<file path="config.mk">
export PLATFORM = sky130hd
export DESIGN_NAME = cam_emulator_flat
export DESIGN_NICKNAME = d
export VERILOG_FILES = /design/src/rtl/cam_pkg.sv /design/src/rtl/cam_if.sv /design/src/rtl/cam_pattern.sv /design/src/rtl/cam_emulator.sv /design/src/flat_wrapper.sv
export SDC_FILE = /design/constraint.sdc
export NUM_CORES = 1
export LEC_CHECK = 0
export BUFFER_PORTS_ARGS = -buffer_cell sky130_fd_sc_hd__buf_4
export CAP_MARGIN = 20
export CORE_ASPECT_RATIO = 2
export CORE_MARGIN = 2
export CORE_UTILIZATION = 45
export DETAILED_ROUTE_END_ITERATION = 8
export GPL_ROUTABILITY_DRIVEN = 0
export GPL_TIMING_DRIVEN = 0
export PLACE_DENSITY = 0.63
export SLEW_MARGIN = 20
export SYNTH_ARGS = -nofsm -noshare
export SYNTH_HDL_FRONTEND = slang
export SYNTH_SLANG_ARGS = --single-unit
</file>
<file path="constraint.sdc">
create_clock -name clk -period 6 [get_ports clk]
set_input_delay 0.3 -clock clk [delete_from_list [all_inputs] [get_ports clk]]
set_output_delay 0.3 -clock clk [all_outputs]
set_load 0.02 [all_outputs]
</file>
<file path="src/rtl/cam_pkg.sv">
// Shared types and constants for the synthetic camera-bus transmitter
// and the capture-side checker.
package cam_pkg;

   localparam int CAM_PIXEL_W = 12;

   typedef enum logic [1:0] {
      IDLE        = 2'd0,
      LINE_ACTIVE = 2'd1,
      LINE_BLANK  = 2'd2,
      FRAME_BLANK = 2'd3
   } cam_state_t;

   typedef enum logic [1:0] {
      PAT_HRAMP   = 2'd0,
      PAT_DIAG    = 2'd1,
      PAT_CHECKER = 2'd2,
      PAT_FLAT    = 2'd3
   } cam_pattern_t;

endpackage

</file>
<file path="src/rtl/cam_if.sv">
// Camera bus: pixel clock, 12-bit pixel and the two sync lines.
interface cam_if;
   import cam_pkg::*;

   logic                   cam_clk;
   logic [CAM_PIXEL_W-1:0] cam_pixel;
   logic                   cam_hsync;
   logic                   cam_vsync;

   modport master (output cam_clk, output cam_pixel, output cam_hsync, output cam_vsync);
   modport slave  (input  cam_clk, input  cam_pixel, input  cam_hsync, input  cam_vsync);

endinterface

</file>
<file path="src/rtl/cam_pattern.sv">
// Test-pattern generator: pure function of position, frame number and pattern.
// Shared with the capture-side checker so both ends agree on pixel values.
module cam_pattern
   import cam_pkg::*;
(
   input  logic [CAM_PIXEL_W-1:0] x_i,
   input  logic [CAM_PIXEL_W-1:0] y_i,
   input  logic [CAM_PIXEL_W-1:0] fcnt_i,
   input  cam_pattern_t           pattern_i,
   output logic [CAM_PIXEL_W-1:0] pixel_o
);

   always_comb begin
      pixel_o = '0;
      case (pattern_i)
         PAT_HRAMP:   pixel_o = x_i;
         PAT_DIAG:    pixel_o = x_i + y_i + fcnt_i;
         PAT_CHECKER: pixel_o = (x_i[3] ^ y_i[3]) ? '1 : '0;
         PAT_FLAT:    pixel_o = 12'h800;
         default:     pixel_o = '0;
      endcase
   end

endmodule

</file>
<file path="src/rtl/cam_emulator.sv">
// Camera-bus transmitter: free-running pixel clock plus a frame/line FSM that
// advances once per pixel period (on the clk cycle where cam_clk falls).
module cam_emulator
   import cam_pkg::*;
#(
   parameter int CLK_DIV  = 2,
   parameter int H_ACTIVE = 640,
   parameter int H_BLANK  = 32,
   parameter int V_ACTIVE = 480,
   parameter int V_BLANK  = 8
) (
   input  logic        clk,
   input  logic        rst,
   input  logic        enable,
   input  logic [1:0]  pattern_sel,
   output logic        busy,
   output logic        frame_done,
   output logic [15:0] frame_count,
   cam_if.master       cam
);

   localparam int H_TOT = H_ACTIVE + H_BLANK;
   localparam int V_TOT = V_ACTIVE + V_BLANK;
   localparam int X_W   = $clog2(H_TOT);
   localparam int Y_W   = $clog2(V_TOT);
   localparam int DIV_W = (CLK_DIV > 1) ? $clog2(CLK_DIV) : 1;

   localparam logic [DIV_W-1:0] DIV_LAST = DIV_W'(CLK_DIV - 1);
   localparam logic [X_W-1:0]   X_ALAST  = X_W'(H_ACTIVE - 1);
   localparam logic [X_W-1:0]   X_LAST   = X_W'(H_TOT - 1);
   localparam logic [Y_W-1:0]   Y_ALAST  = Y_W'(V_ACTIVE - 1);
   localparam logic [Y_W-1:0]   Y_LAST   = Y_W'(V_TOT - 1);

   function automatic logic [CAM_PIXEL_W-1:0] to_pix_w(input logic [31:0] v);
      return v[CAM_PIXEL_W-1:0];
   endfunction

   logic [DIV_W-1:0]       div_q, div_d;
   logic                   cam_clk_q, cam_clk_d;
   cam_state_t             state_q, state_d;
   logic [X_W-1:0]         x_q, x_d;
   logic [Y_W-1:0]         y_q, y_d;
   cam_pattern_t           pat_q, pat_d;
   logic [15:0]            fcnt_q, fcnt_d;
   logic                   done_q, done_d;
   logic                   busy_q, busy_d;
   logic                   hsync_q, hsync_d;
   logic                   vsync_q, vsync_d;
   logic [CAM_PIXEL_W-1:0] pixel_q, pixel_d;
   logic [CAM_PIXEL_W-1:0] pat_pix;
   logic                   tick;

   cam_pattern u_pattern (
      .x_i       (to_pix_w(32'(x_d))),
      .y_i       (to_pix_w(32'(y_d))),
      .fcnt_i    (fcnt_d[CAM_PIXEL_W-1:0]),
      .pattern_i (pat_d),
      .pixel_o   (pat_pix)
   );

   always_comb begin
      div_d     = (div_q == DIV_LAST) ? '0 : div_q + 1'b1;
      cam_clk_d = (div_q == DIV_LAST) ? ~cam_clk_q : cam_clk_q;
      tick      = cam_clk_q && (div_q == DIV_LAST);

      state_d = state_q;
      x_d     = x_q;
      y_d     = y_q;
      pat_d   = pat_q;
      fcnt_d  = fcnt_q;
      done_d  = 1'b0;

      if (tick) begin
         case (state_q)
            IDLE: begin
               if (enable) begin
                  state_d = LINE_ACTIVE;
                  x_d     = '0;
                  y_d     = '0;
                  pat_d   = cam_pattern_t'(pattern_sel);
               end
            end
            LINE_ACTIVE: begin
               x_d = x_q + 1'b1;
               if (x_q == X_ALAST) state_d = LINE_BLANK;
            end
            LINE_BLANK: begin
               if (x_q == X_LAST) begin
                  x_d     = '0;
                  y_d     = y_q + 1'b1;
                  state_d = (y_q == Y_ALAST) ? FRAME_BLANK : LINE_ACTIVE;
               end else begin
                  x_d = x_q + 1'b1;
               end
            end
            FRAME_BLANK: begin
               if (x_q != X_LAST) begin
                  x_d = x_q + 1'b1;
               end else if (y_q != Y_LAST) begin
                  x_d = '0;
                  y_d = y_q + 1'b1;
               end else begin
                  // Frame boundary: the only point where enable and pattern_sel are sampled.
                  x_d    = '0;
                  y_d    = '0;
                  done_d = 1'b1;
                  fcnt_d = fcnt_q + 16'd1;
                  if (enable) begin
                     state_d = LINE_ACTIVE;
                     pat_d   = cam_pattern_t'(pattern_sel);
                  end else begin
                     state_d = IDLE;
                  end
               end
            end
            default: state_d = IDLE;
         endcase
      end

      busy_d  = (state_d != IDLE);
      hsync_d = (state_d == LINE_ACTIVE);
      vsync_d = (state_d == LINE_ACTIVE) || (state_d == LINE_BLANK);
      pixel_d = hsync_d ? pat_pix : '0;
   end

   always_ff @(posedge clk or negedge rst) begin
      if (!rst) begin
         div_q     <= '0;
         cam_clk_q <= 1'b0;
         state_q   <= IDLE;
         x_q       <= '0;
         y_q       <= '0;
         pat_q     <= PAT_HRAMP;
         fcnt_q    <= '0;
         done_q    <= 1'b0;
         busy_q    <= 1'b0;
         hsync_q   <= 1'b0;
         vsync_q   <= 1'b0;
         pixel_q   <= '0;
      end else begin
         div_q     <= div_d;
         cam_clk_q <= cam_clk_d;
         state_q   <= state_d;
         x_q       <= x_d;
         y_q       <= y_d;
         pat_q     <= pat_d;
         fcnt_q    <= fcnt_d;
         done_q    <= done_d;
         busy_q    <= busy_d;
         hsync_q   <= hsync_d;
         vsync_q   <= vsync_d;
         pixel_q   <= pixel_d;
      end
   end

   assign busy          = busy_q;
   assign frame_done    = done_q;
   assign frame_count   = fcnt_q;
   assign cam.cam_clk   = cam_clk_q;
   assign cam.cam_pixel = pixel_q;
   assign cam.cam_hsync = hsync_q;
   assign cam.cam_vsync = vsync_q;

endmodule

</file>
<file path="src/flat_wrapper.sv">
// flat-port wrapper written by rule: the top's interface ports become plain ports
module cam_emulator_flat import cam_pkg::*;
#(
   parameter int CLK_DIV  = 2,
   parameter int H_ACTIVE = 640,
   parameter int H_BLANK  = 32,
   parameter int V_ACTIVE = 480,
   parameter int V_BLANK  = 8
)
  (clk, rst, enable, pattern_sel, busy, frame_done, frame_count, cam_cam_clk, cam_cam_pixel, cam_cam_hsync, cam_cam_vsync);
  cam_if cam_i ();
  input  logic clk;
  input  logic rst;
  input  logic enable;
  input  logic [1:0] pattern_sel;
  output logic busy;
  output logic frame_done;
  output logic [15:0] frame_count;
  output wire logic [$bits(cam_i.cam_clk)-1:0] cam_cam_clk;
  output wire logic [$bits(cam_i.cam_pixel)-1:0] cam_cam_pixel;
  output wire logic [$bits(cam_i.cam_hsync)-1:0] cam_cam_hsync;
  output wire logic [$bits(cam_i.cam_vsync)-1:0] cam_cam_vsync;
  assign cam_cam_clk = cam_i.cam_clk;
  assign cam_cam_pixel = cam_i.cam_pixel;
  assign cam_cam_hsync = cam_i.cam_hsync;
  assign cam_cam_vsync = cam_i.cam_vsync;
  cam_emulator #(.CLK_DIV(CLK_DIV), .H_ACTIVE(H_ACTIVE), .H_BLANK(H_BLANK), .V_ACTIVE(V_ACTIVE), .V_BLANK(V_BLANK)) u_core (.clk(clk), .rst(rst), .enable(enable), .pattern_sel(pattern_sel), .busy(busy), .frame_done(frame_done), .frame_count(frame_count), .cam(cam_i));
endmodule
</file>
# Yosys cells after proc, flatten, opt, wreduce, memory -nomap -nowiden
# Index checks and enable logic that the tools add are counted.
[word_totals] ff_bits=57 output_inout_bits=33 wordCells=79
[classes] n_addsub=6 eq_ne=13 n_mux=37 bitwise=4 n_reduce_logical=6
[op_table] cell="$mux 12" count=6
[op_table] cell="$pmux 12 s4" count=1
[op_table] cell="$mux 9" count=5
[op_table] cell="$mux 10" count=4
[op_table] cell="$pmux 10 s4" count=1
[op_table] cell="$pmux 9 s3" count=1
[op_table] cell="$mux 2" count=11
[op_table] cell="$eq 10x10->1 const B" count=2
[op_table] cell="$add 16x1->16 const B" count=1
[op_table] cell="$add 12x12->12" count=1
[op_table] cell="$add 10x9->11" count=1
[op_table] cell="$add 10x1->10 const B" count=1
[op_table] cell="$eq 2x2->1 const B" count=5
[op_table] cell="$ne 10x10->1 const B" count=1
[op_table] cell="$add 9x1->9 const B" count=1
[op_table] cell="$eq 9x9->1 const B" count=1
[op_table] cell="$ne 9x9->1 const B" count=1
[op_table] cell="$pmux 2 s4" count=1
[op_table] cell="$eq 2x1->1 const B" count=3
[op_table] cell="$mux 1" count=6
[op_table] cell="$logic_not 2->1" count=2
[op_table] cell="$pmux 2 s2" count=1
[op_table] cell="$reduce_and 4->1" count=1
[op_table] cell="$not 1->1" count=3
[op_table] cell="5 further kinds" count=5

# Longest topological paths before layout
[logic_depth] ltp_word=9 ltp_mapped=23 ltp_nobuf=22

# Cells and area by module
# From an unflattened synthesis, not the netlist that was laid out.
[hier_totals] hier_cells=379 hier_area_um2=3786.1
[modules_own_cells] mod="cam_emulator" n_inst=1 cells_each=275 area_per_inst_um2=2904.0 seq_area_each_um2=1426.4
[modules_own_cells] mod="cam_pattern" n_inst=1 cells_each=104 area_per_inst_um2=882.1 seq_area_each_um2=0.0

# Worst setup path after synthesis
# No wires, ideal clock.
[synth_path] path_kind="reg-to-reg" start="register u_core.x_q[0]" end="register u_core.pixel_q[11] (netlist: u_core.cam.cam_pixel[11])" setup_time_ns=0.120 arrival_ns=4.671 slack_ns=1.209 path_stages_with_launch=23 synth_period_minus_slack_ns=4.791 cell_sequence="dfrtp_1 > ha_1 > and4_1 > buf_4 > nand3_4 > o21ai_0 > a21o_1 > o31ai_1 > ha_1 > fa_1 > a21o_1 > a21oi_1 > o21bai_1 > a21oi_1 > o21ai_0 > xor2_1 > ha_1 > and3_1 > a221o_1 > a31oi_1 > o21ai_0 > xor2_1 > a31o_1"
[synth_between] elab_chain_cells=8 elab_cells_between_ends=35
[synth_lines] element="from (decl)" line_no="cam_emulator.sv:41" rtl="logic [X_W-1:0] x_q, x_d;"
[synth_lines] element="from (signal assigned)" line_no="cam_emulator.sv:131" rtl="x_q <= '0;"
[synth_lines] element="from (signal assigned)" line_no="cam_emulator.sv:144" rtl="x_q <= x_d;"
[synth_lines] element="$ne 10x10->1 or $eq 10x10->1 (tied branches)" line_no="cam_emulator.sv:97, cam_emulator.sv:88"
[synth_lines] element="$mux 9 (on tied branches)" line_no="cam_emulator.sv:97, cam_emulator.sv:88"
[synth_lines] element="$pmux 9 s3 (*)" line_no="cam_emulator.sv:74" rtl="case (state_q)"
[synth_lines] element="$mux 9 (*)" line_no="cam_emulator.sv:73" rtl="if (tick) begin"
[synth_lines] element="via u_core.u_pattern.y_i[0]" line_no="cam_pattern.sv:7" rtl="input logic [CAM_PIXEL_W-1:0] y_i,"
[synth_lines] element="$add 10x9->11 (*)" line_no="cam_pattern.sv:17" rtl="PAT_DIAG: pixel_o = x_i + y_i + fcnt_i;"
[synth_lines] element="$add 12x12->12 (*)" line_no="cam_pattern.sv:17"
[synth_lines] element="$pmux 12 s4 (*)" line_no="cam_pattern.sv:15" rtl="case (pattern_i)"
[synth_lines] element="$mux 12 (*)" line_no="cam_emulator.sv:123" rtl="pixel_d = hsync_d ? pat_pix : '0;"
[synth_lines] element="via u_core.pixel_d[11]" line_no="cam_emulator.sv:49" rtl="logic [CAM_PIXEL_W-1:0] pixel_q, pixel_d;"
[synth_lines] element="to (signal assigned)" line_no="cam_emulator.sv:152" rtl="pixel_q <= pixel_d;"
[synth_lines] element="to (decl)" line_no="cam_emulator.sv:49"
# The timed path passes the listed nets; every way through them passes the cells marked *.
# A chain may end at the register's enable or synchronous reset.

# Worst setup path in the final report
# Ends and elaborated chain as after synthesis.

==> impl_metrics.py <==
metrics = {
    "status": {
        "outcome": "complete, no violations",
    },
    "grt": {
        "grt_max_degree": 58,
        "overflow": 0,
        "grt_use_total_pct": 24.12,
        "grt_antenna_before_repair": 0,
        "first_global_vias": 3413,
        "grt_pass1_wl_um": 17320,
    },
    "logic_synthesis": {
        "syn_area_um2": 3840,
        "synth_nets": 439,
        "yosysWarnings": 0,
        "synth_area_leaders": "dfrtp_1 (37%), ha_1 (9.4%), xor2_1 (4.8%), a21oi_1 (3.5%), xnor2_1 (3.4%)",
        "async_flop_share_pct": 100.0,
        "ys.flop_type": "dfrtp_1",
        "syn_inst": 403,
        "synth_edf_count": 0,
        "synth.avg_cell_area_um2": 9.528,
        "yosysTopAreaCell": "dfrtp_1",
        "yosysTopAreaCellShare_pct": 37.15,
        "yosysUniqueCellTypes": 61,
        "yosys_register_bits": 57,
        "synth-seq-area-share_pct": 37.15,
    },
    "die": {
        "floorplan.initialDensity_pct": 46.31,
        "die_width_um": 69.32,
        "rows": 47,
        "ios": 38,
        "dieArea_um2": 9333,
        "fp.dieH_um": 134.6,
        "core_um2": 8292,
    },
    "layout": {
        "finalNetCount": 487,
        "n_antenna_cell": 0,
        "design_area_um2": 4549,
        "final_common_cell": "dfrtp_1",
        "syn2layout_area_growth_pct": 18.47,
        "drive_gt1_share_pct": 16.48,
        "most-common-layout-cells": "dfrtp_1 (57), buf_4 (38), nand2_1 (29), ha_1 (29), a21oi_1 (26)",
        "fin_cells": 553,
    },
    "sta": {
        "max_freq_mhz": 183.5,
        "hold_violations": 0,
        "setup_tns_ps": 0,
        "period_share_pct": 90.81,
        "setup_violations": 0,
        "period_needed_ps": 5449,
        "slew_headroom_pct": 50.88,
        "fin_skew_ps": 3.880,
        "rsz0062_at_grt": "no",
        "drv_slew": 0,
        "tightest_slew_ps": 736.8,
    },
    "setup_path": {
        "worstPathRequired_ps": 6210,
        "reg2reg_slack_ps": 550,
        "reg2reg_depth": 22,
        "crit_path_start_kind": "flip-flop",
        "worstReg2RegStart": "u_core.x_q[0]$_DFF_PN0_",
        "cp-end-kind": "flip-flop",
        "path_class": "flip-flop to flip-flop",
        "cp_max_fo": 7,
        "cp_data_arrival_time_ps": 5660,
        "regToRegEndpoint": "u_core.cam.cam_pixel[11]$_DFF_PN0_",
    },
    "clock_network": {
        "cts_tree": "yes",
        "clock-root-buffer": "clkbuf_16",
        "clk_path_buf_depth": 2,
        "post_cts_buffers": 0,
        "cts_buffers": 9,
        "htree_num_levels": 3,
        "cts_hold_buf": 0,
        "cts.sinks": 57,
        "ctsResizeCount": 0,
        "clk_pin_slew_ps": 50,
        "insertion_delay_ps": 330,
    },
    "placed_design": {
        "io_buffers": 37,
        "placed_cells": 538,
        "dpl.hpwl_um": 8287,
        "place_area_um2": 4240,
    },
    "power": {
        "ir_drop_mv": 0.1624,
        "leakage_nw": 2.114,
        "power.density_nw_per_um2": 289.3,
    },
    "drt": {
        "drt-wirelength-per-cell_um": 19.28,
        "ant_nets": 0,
        "remaining_drc_errors": 0,
        "initialDrtViolationCount": 181,
        "vias": 3394,
        "drt-total-wl_um": 10660,
        "drt_pass1_iterations": 4,
        "vias_per_cell": 6.137,
    },
    "run": {
        "max_cap_viol_count": 0,
    },
    "worst_hold_path": {
        "hold_class": "input port to async pin",
    },
}
worst max-delay path by stage:
stage	end	slack, ps	start	cells past startpoint
after floorplan	u_core.cam.cam_pixel[11]$_DFF_PN0_	1210	u_core.x_q[0]$_DFF_PN0_	22
after global placement	u_core.cam.cam_pixel[10]$_DFF_PN0_	120	u_core.x_q[0]$_DFF_PN0_	20
after detailed placement	u_core.cam.cam_pixel[10]$_DFF_PN0_	80	u_core.x_q[0]$_DFF_PN0_	20
after CTS	u_core.cam.cam_pixel[10]$_DFF_PN0_	30	u_core.x_q[0]$_DFF_PN0_	20
after global routing	u_core.cam.cam_pixel[10]$_DFF_PN0_	160	u_core.x_q[0]$_DFF_PN0_	20
final	u_core.cam.cam_pixel[11]$_DFF_PN0_	550	u_core.x_q[0]$_DFF_PN0_	22
sequential cells by signal, summed over array words and instances (netlist names):
name                  count
u_core.busy               1
u_core.y_q                9
u_core.frame_done         1
u_core.cam.cam_pixel     12
u_core.cam.cam_clk        1
u_core.x_q               10
u_core.pat_q              2
u_core.div_q              1
u_core.frame_count       16
u_core.cam.cam_vsync      1
u_core.cam.cam_hsync      1
u_core.state_q            2
metrics by stage:
stage	total power, mW	setup WS, ps	hold slack (ps)	util [%]
5_1_grt	1.376	162.7	90.39	54.87
4_1_cts	1.326	34.68	53.13	54.72
3_5_place_dp	0.8015	80.78	412.4	51.14
3_3_place_gp	0.7925	121.8	406.3	51.14
6_report	1.316	551.1	37.19	54.87
2_1_floorplan	0.6880	1209	4.409	-
critical path, stage by stage (launching register included):
cell and delay, ps:
dfrtp_1 410, ha_1 260, and4_1 210, buf_4 150, nand3_4 120, o21ai_1 370, a21o_1 310, o31ai_1 130
ha_1 250, fa_1 400, a21o_1 180, a21oi_1 210, o21bai_1 90, a21oi_1 260, o21ai_0 170, xor2_1 170
ha_1 340, and3_1 180, a221o_1 290, a31oi_1 240, o21ai_0 160, xor2_1 170, a31o_1 260
cell families (layout without fill, tap and decap cells):
kind of cell / Yosys count / in the layout / synth area share, %
and+or+nand+nor: 121 / 121 / 17.04
buffers and inverters: 30 / 82 / 3.421
AOI/OAI and AO/OA: 126 / 126 / 23.10
xor gates and xnor gates: 36 / 36 / 8.211
adders and majority gates: 31 / 31 / 10.49
muxes: 2 / 2 / 0.5865
DFF: 57 / 57 / 37.15
cells in the mapped netlist (4+ instances only):
library cell,instances
dfrtp_1,57
ha_1,29
nand2_1,29
a21oi_1,27
nor2_1,23
xor2_1,21
o21ai_0,19
inv_1,18
xnor2_1,15
nand3_1,14
nor3_1,9
a21o_1,8
and3_1,8
o32ai_1,8
a22o_1,7
a31oi_1,7
clkbuf_1,7
nand4_1,7
a31o_2,6
o21a_1,5
o31ai_1,5
nor4_1,4
o21bai_1,4
o22ai_1,4
or3_1,4
per-layer routing:
layer  wire [µm]  part of all wire [%]  track usage, %
met5           0                     0               0
met3         263                   2.5           4.179
met1        3687                    35           23.04
met4         514                   4.8           15.25
met2        6196                    58           46.26
where the power goes:
group	total, mW	internal, mW	switching (mW)
sequential	0.456	0.425	0.0311
combinational	0.345	0.128	0.217
clock	0.516	0.340	0.176
cell type report:
class | count | area, µm²
multi-input cells | 316 | 2295
plain buffers | 11 | 60.06
flip-flops and latches | 57 | 1426
repair buffers | 37 | 277.8
clock buffers | 12 | 256.5
fillers | 782 | 3742
inverters | 19 | 71.32
clock inverters | 3 | 40.04
well taps | 98 | 122.6
(Power assumes the default switching activity.)
